--- config.mk ---
export PLATFORM = sky130hd
export DESIGN_NAME = sha256_round_ctrl
export DESIGN_NICKNAME = d
export VERILOG_FILES = /design/src/rtl/sha256_round_ctrl.sv
export SDC_FILE = /design/constraint.sdc
export NUM_CORES = 2
export LEC_CHECK = 0
export CAP_MARGIN = 5
export CORE_AREA = 2 2 543 545
export DETAILED_ROUTE_END_ITERATION = 12
export DIE_AREA = 0 0 545 547
export DONT_BUFFER_PORTS = 1
export HOLD_SLACK_MARGIN = 0.15
export PLACE_DENSITY = 0.48
export SYNTH_ARGS = -nofsm -noshare
export SYNTH_HDL_FRONTEND = slang
export SYNTH_SLANG_ARGS = --single-unit
--- constraint.sdc ---
create_clock -name clk -period 4.35 [get_ports clk]
set_clock_uncertainty 0.1 [all_clocks]
set_input_delay 0 -clock clk [delete_from_list [all_inputs] [get_ports clk]]
set_output_delay 0 -clock clk [all_outputs]
set_load 0.01 [all_outputs]
--- src/rtl/sha256_round_ctrl.sv ---
// SHA-256 round controller: holds the working registers a..h and the chaining value H0..H7,
// steps the round select 1..64, presents W0..W15 and folds the final a..h into the digest.
module sha256_round_ctrl #(
    parameter int ROUND_CYC = 2,
    parameter bit USE_IV    = 1'b1
) (
    input  logic         clk,
    input  logic         rst_n,
    input  logic         start,
    input  logic [1:0]   block_id,
    input  logic [511:0] msg_block,
    input  logic [255:0] chain_in,
    input  logic [31:0]  t1_in,
    input  logic [31:0]  t2_in,
    output logic [31:0]  a_o,
    output logic [31:0]  b_o,
    output logic [31:0]  c_o,
    output logic [31:0]  d_o,
    output logic [31:0]  e_o,
    output logic [31:0]  f_o,
    output logic [31:0]  g_o,
    output logic [31:0]  h_o,
    output logic [31:0]  msg_word,
    output logic [6:0]   select,
    output logic [1:0]   block,
    output logic         busy,
    output logic         done,
    output logic [255:0] digest
);

    typedef enum logic [1:0] {
        ST_IDLE,
        ST_LOAD,
        ST_ROUND,
        ST_ADD
    } state_t;

    localparam logic [2:0] CYC_LAST = 3'(ROUND_CYC - 1);

    localparam logic [0:7][31:0] IV = {
        32'h6a09e667, 32'hbb67ae85, 32'h3c6ef372, 32'ha54ff53a,
        32'h510e527f, 32'h9b05688c, 32'h1f83d9ab, 32'h5be0cd19
    };

    // Element 0 sits in the MSBs, so {H0..H7} and {a..h} map straight onto the buses.
    state_t            state_q, state_d;
    logic [0:7][31:0]  work_q, work_d;
    logic [0:7][31:0]  h_q, h_d;
    logic [0:7][31:0]  h_sum;
    logic [511:0]      msg_q, msg_d;
    logic [1:0]        blk_q, blk_d;
    logic [6:0]        select_q, select_d;
    logic [2:0]        cyc_q, cyc_d;
    logic              busy_q, busy_d;
    logic              done_q, done_d;
    logic [255:0]      digest_q, digest_d;

    logic [31:0]       w_words [0:15];
    logic [6:0]        sel_m1;

    generate
        for (genvar gi = 0; gi < 16; gi++) begin : g_words
            assign w_words[gi] = msg_q[511-32*gi -: 32];
        end
        for (genvar gi = 0; gi < 8; gi++) begin : g_sum
            assign h_sum[gi] = h_q[gi] + work_q[gi];
        end
    endgenerate

    assign sel_m1 = select_q - 7'd1;

    always_comb begin
        msg_word = 32'd0;
        if (select_q >= 7'd1 && select_q <= 7'd16) begin
            msg_word = w_words[sel_m1[3:0]];
        end
    end

    always_comb begin
        state_d  = state_q;
        work_d   = work_q;
        h_d      = h_q;
        msg_d    = msg_q;
        blk_d    = blk_q;
        select_d = select_q;
        cyc_d    = cyc_q;
        busy_d   = busy_q;
        done_d   = 1'b0;
        digest_d = digest_q;
        case (state_q)
            ST_IDLE: begin
                // The cycle in which done is high still belongs to the finishing block.
                if (start && !done_q) begin
                    msg_d   = msg_block;
                    blk_d   = block_id;
                    h_d     = USE_IV ? IV : chain_in;
                    busy_d  = 1'b1;
                    state_d = ST_LOAD;
                end
            end
            ST_LOAD: begin
                work_d   = h_q;
                select_d = 7'd1;
                cyc_d    = 3'd0;
                state_d  = ST_ROUND;
            end
            ST_ROUND: begin
                if (cyc_q == CYC_LAST) begin
                    work_d = {t1_in, work_q[0], work_q[1], work_q[2],
                              t2_in, work_q[4], work_q[5], work_q[6]};
                    cyc_d  = 3'd0;
                    if (select_q == 7'd64) begin
                        select_d = 7'd0;
                        state_d  = ST_ADD;
                    end else begin
                        select_d = select_q + 7'd1;
                    end
                end else begin
                    cyc_d = cyc_q + 3'd1;
                end
            end
            ST_ADD: begin
                h_d      = h_sum;
                digest_d = h_sum;
                done_d   = 1'b1;
                busy_d   = 1'b0;
                state_d  = ST_IDLE;
            end
            default: state_d = ST_IDLE;
        endcase
    end

    always_ff @(posedge clk or negedge rst_n) begin
        if (!rst_n) begin
            state_q  <= ST_IDLE;
            work_q   <= '0;
            h_q      <= '0;
            msg_q    <= '0;
            blk_q    <= 2'd0;
            select_q <= 7'd0;
            cyc_q    <= 3'd0;
            busy_q   <= 1'b0;
            done_q   <= 1'b0;
            digest_q <= '0;
        end else begin
            state_q  <= state_d;
            work_q   <= work_d;
            h_q      <= h_d;
            msg_q    <= msg_d;
            blk_q    <= blk_d;
            select_q <= select_d;
            cyc_q    <= cyc_d;
            busy_q   <= busy_d;
            done_q   <= done_d;
            digest_q <= digest_d;
        end
    end

    assign a_o    = work_q[0];
    assign b_o    = work_q[1];
    assign c_o    = work_q[2];
    assign d_o    = work_q[3];
    assign e_o    = work_q[4];
    assign f_o    = work_q[5];
    assign g_o    = work_q[6];
    assign h_o    = work_q[7];
    assign select = select_q;
    assign block  = blk_q;
    assign busy   = busy_q;
    assign done   = done_q;
    assign digest = digest_q;

endmodule

==> flow_summary_export.csv <==
group,metric,value,unit
layout,area_delta_synth_final,37.14,%
logic_synthesis,synthesis.area,65860,um2
place,setup_slack_placement,0.3462,ns
sta,finalHoldViolCount,0,
logic_synthesis,synth_simple_gate_area_share,14.96,%
setup_path,critPathRequiredTime,4.25,ns
drt,detail_route.first_pass.iterations,6,
cts,cts_max_level,4,
drt,dr.first_iter.drc_count,4432,
cts,tritoncts_clock_tree,"done",
logic_synthesis,synth-edff-count,0,
cts,clock_tree.buffer_depth,4,
die,vertical_die_dimension,547,um
die,floorplan.io_pins,1392,
die,die-width,545,um
drt,detail_route.vias_per_cell,4.695,
logic_synthesis,yosys.area_share.xor_xnor,3.006,%
sta,report.final.slew_viol_count,0,
logic_synthesis,avgSynthCellArea,9.846,um2
logic_synthesis,yosys-mux-area-fraction,11.70,%
cts,cts_setup_buffers,0,
layout,fillcell_total,29840,
global_routing,grt_antenna_before_repair,73,
cts,cts-resized-gates,0,
global_routing,grt-ovfl-total,0,
die,initial_core_util,22.51,%
logic_synthesis,syn_inst,6689,
layout,layout_commonest_cell,"nand2_1",
place,port-buffer-count,0,
cts,clk_pin_slew_worst_paths,0.06,ns
setup_path,critical_path_arrival,4.02,ns
drt,remaining_routing_drc_violations,0,
logic_synthesis,post_synth_arst_share,100.0,%
sta,finalSetupTns,0,ns
setup_path,rrSetupSlack,0.28,ns
power,worst_case_vdd_ir_drop,0.4138,mV
logic_synthesis,combinational_family_with_the_most_area_after_synthesis,"simple AND/OR/NAND/NOR gates",
drt,vias_after_detailed_routing,56570,
power,powerDensity,326.2,nW/um2
logic_synthesis,warnings_from_yosys,0,
layout,mostFrequentLayoutCells,"nand2_1 (2037), dlygate4sd3_1 (1305), dfrtp_1 (1295), o21ai_0 (502), mux2i_1 (288)",
drt,route.detailed.wl_per_inst,24.93,um
flow_run,maxCapViolCount,0,
logic_synthesis,synthDominantAreaCellType,"dfrtp_1",
place,gp_congestion,0.9143,
logic_synthesis,synth_fp_nets,7790,
cts,clock_latency,0.83,ns
setup_path,crit_type,"reg2out",
setup_path,critical_path_peak_fanout,38,
sta,finalCriticalPeriod,4.117,ns
sta,layout_setup_ws,0.2327,ns
drt,route.final.wire_length,300400,um
sta,clock.fmax,242.9,MHz
die,design.die.area,298100,um2
layout,drive_gt1_share,9.887,%
logic_synthesis,post_synth_fa_ha_maj_area_fraction,5.107,%
drt,post_detailed_route_count_of_antenna_violating_nets,0,
logic_synthesis,synth_compound_gate_area_share,13.12,%
sta,unrepaired_setup_endpoints_after_global_routing,"no",
logic_synthesis,ys_ff_latch,1296,
setup_path,worst_setup_path_end_kind,"output port",
layout,num-nets-final,9054,
outcome,result_of_the_run,"finished, final reports clean",
global_routing,grt_pass1_vias,58460,
place,dp.cells,10400,
cts,numCtsBuffers,163,
logic_synthesis,synth_seq_area_share,49.24,%
global_routing,grt_pass1_wl,425200,um
die,core,292600,um2
global_routing,grt_start_max_net_pins,221,
sta,setup-violations-final,0,
setup_path,worstSetupStartpointType,"register",
logic_synthesis,yosys.area.top_type_share,49.24,%
die,placement_rows,199,
global_routing,globalRouteTotalUtil,19.59,%
cts,clock-sinks,1296,
sta,worstMarginPinSlew,1.303,ns
sta,layout_worst_path_cycle_share,94.65,%
hold_path,hp-class,"in2async",
logic_synthesis,ys_top_cells_by_area,"dfrtp_1 (49%), nand2_1 (12%), ha_1 (4.9%)",
logic_synthesis,yosys.cell_types.count,80,
place,dp.final_hpwl,219700,um
sta,relSlewSlack,13.14,%
power,p_leak,40.96,nW
logic_synthesis,dominantRegCellSynth,"dfrtp_1",
layout,instances_no_fill,12050,
cts,ctsRootBufferMaster,"clkbuf_16",
-- path summary, 6_finish.rpt --
kind	cells past startpoint	startpoint	to
setup reg to reg	14	g_o[0]$_DFFE_PN0P_	h_q[60]$_DFFE_PN0P_
setup / recovery	7	select[2]$_DFFE_PN0P_	msg_word[3]
min in group clk	4	msg_block[48]	msg_q[48]$_DFFE_PN0P_
hold / removal	7	rst_n	digest[241]$_DFFE_PN0P_
max in group asynchronous	10	rst_n	msg_q[143]$_DFFE_PN0P_
hold reg to reg	2	msg_q[225]$_DFFE_PN0P_	msg_q[225]$_DFFE_PN0P_
-- cell type report --
class / instances / area (um2) / share of cell area, %
Clock inverter: 60 / 857.1 / 0.9490
Antenna cell: 49 / 122.6 / 0.1358
Tap cell: 3919 / 4903 / 5.429
Timing Repair Buffer: 1463 / 14880 / 16.48
Inverter: 137 / 514.2 / 0.5694
Sequential cell: 1296 / 32430 / 35.91
Clock buffer: 233 / 4845 / 5.364
Multi-Input combinational cell: 4892 / 31760 / 35.16
-- where the power goes --
part / switching [W] / total, W / internal [W]
sequential: 0.000393 / 0.0126 / 0.0122
combinational: 0.00122 / 0.00222 / 0.000996
clock: 0.00584 / 0.0147 / 0.00883
-- metal layers --
metal / share of wire (%) / vias up / global-route usage [%]
met4: 6.8 / 18 / 11.37
met5: 0.038 / - / 0
met1: 39 / 28270 / 22.75
met2: 46 / 2036 / 32.08
met3: 8.2 / 577 / 5.599
li1: - / 25670 / -
-- registers in the layout, summed over array words and instances, names as in the netlist --
register / count
a_o: 32
h_q: 256
h_o: 32
state_q: 2
busy: 1
g_o: 32
c_o: 32
done: 1
digest: 256
select: 7
b_o: 32
cyc_q: 3
msg_q: 512
d_o: 32
block: 2
f_o: 32
e_o: 32
-- metrics by stage --
stage / hold slack [ns] / utilization (%) / area [um2] / total power, W
CTS: 0.1561 / 30.82 / 90170 / 0.02990
global route: 0.2282 / 30.86 / 90280 / 0.03058
floorplan: -0.3956 / - / 65860 / 0.01359
finish: 0.1651 / 30.87 / 90320 / 0.02946
global placement: -0.3923 / 24.35 / 71240 / 0.01440
detailed placement: -0.3907 / 24.35 / 71240 / 0.01442
-- synth_stat cells (13+ instances only) --
cell type / number
mux4_2: 128
o21ai_0: 503
a21o_1: 141
o21bai_1: 26
mux2i_1: 288
clkbuf_1: 329
nand2_1: 2038
ha_1: 256
a211oi_1: 86
mux2_2: 171
and3_1: 28
nand4_1: 21
nand3_1: 43
inv_1: 137
xor2_1: 69
buf_1: 31
o31ai_1: 13
o22a_1: 111
nor2_1: 163
o21a_1: 29
and2_1: 15
xnor2_1: 157
dfrtp_1: 1296
nand2b_1: 20
a21oi_1: 238
a22o_1: 46
nor2b_1: 63
nor3_1: 25
a31oi_1: 49
-- kinds of logic (layout without fill, tap and decap cells) --
family,after synthesis,count (layout)
adders and majority gates,264,264
other,0,49
buffers and inverters,501,1893
and+or+nand+nor,2460,2460
xor gates and xnor gates,226,226
AOI/OAI and AO/OA,1354,1354
DFF,1296,1296
muxes,588,588
-- critical path, cell delays in order, from the launching register on --
cell,delay [ns]
dfrtp_1,0.64
nor3_1,0.37
xnor2_2,0.15
buf_4,0.31
buf_4,0.50
mux2i_1,0.14
a211oi_1,0.78
buf_4,0.26
-- what timing repair did --
action	4_1_cts	5_1_grt
setup endpoints to repair	0	215
endpoints found under the hold margin	1176	0
hold buffers	1311	0
(Power assumes the default switching activity.)
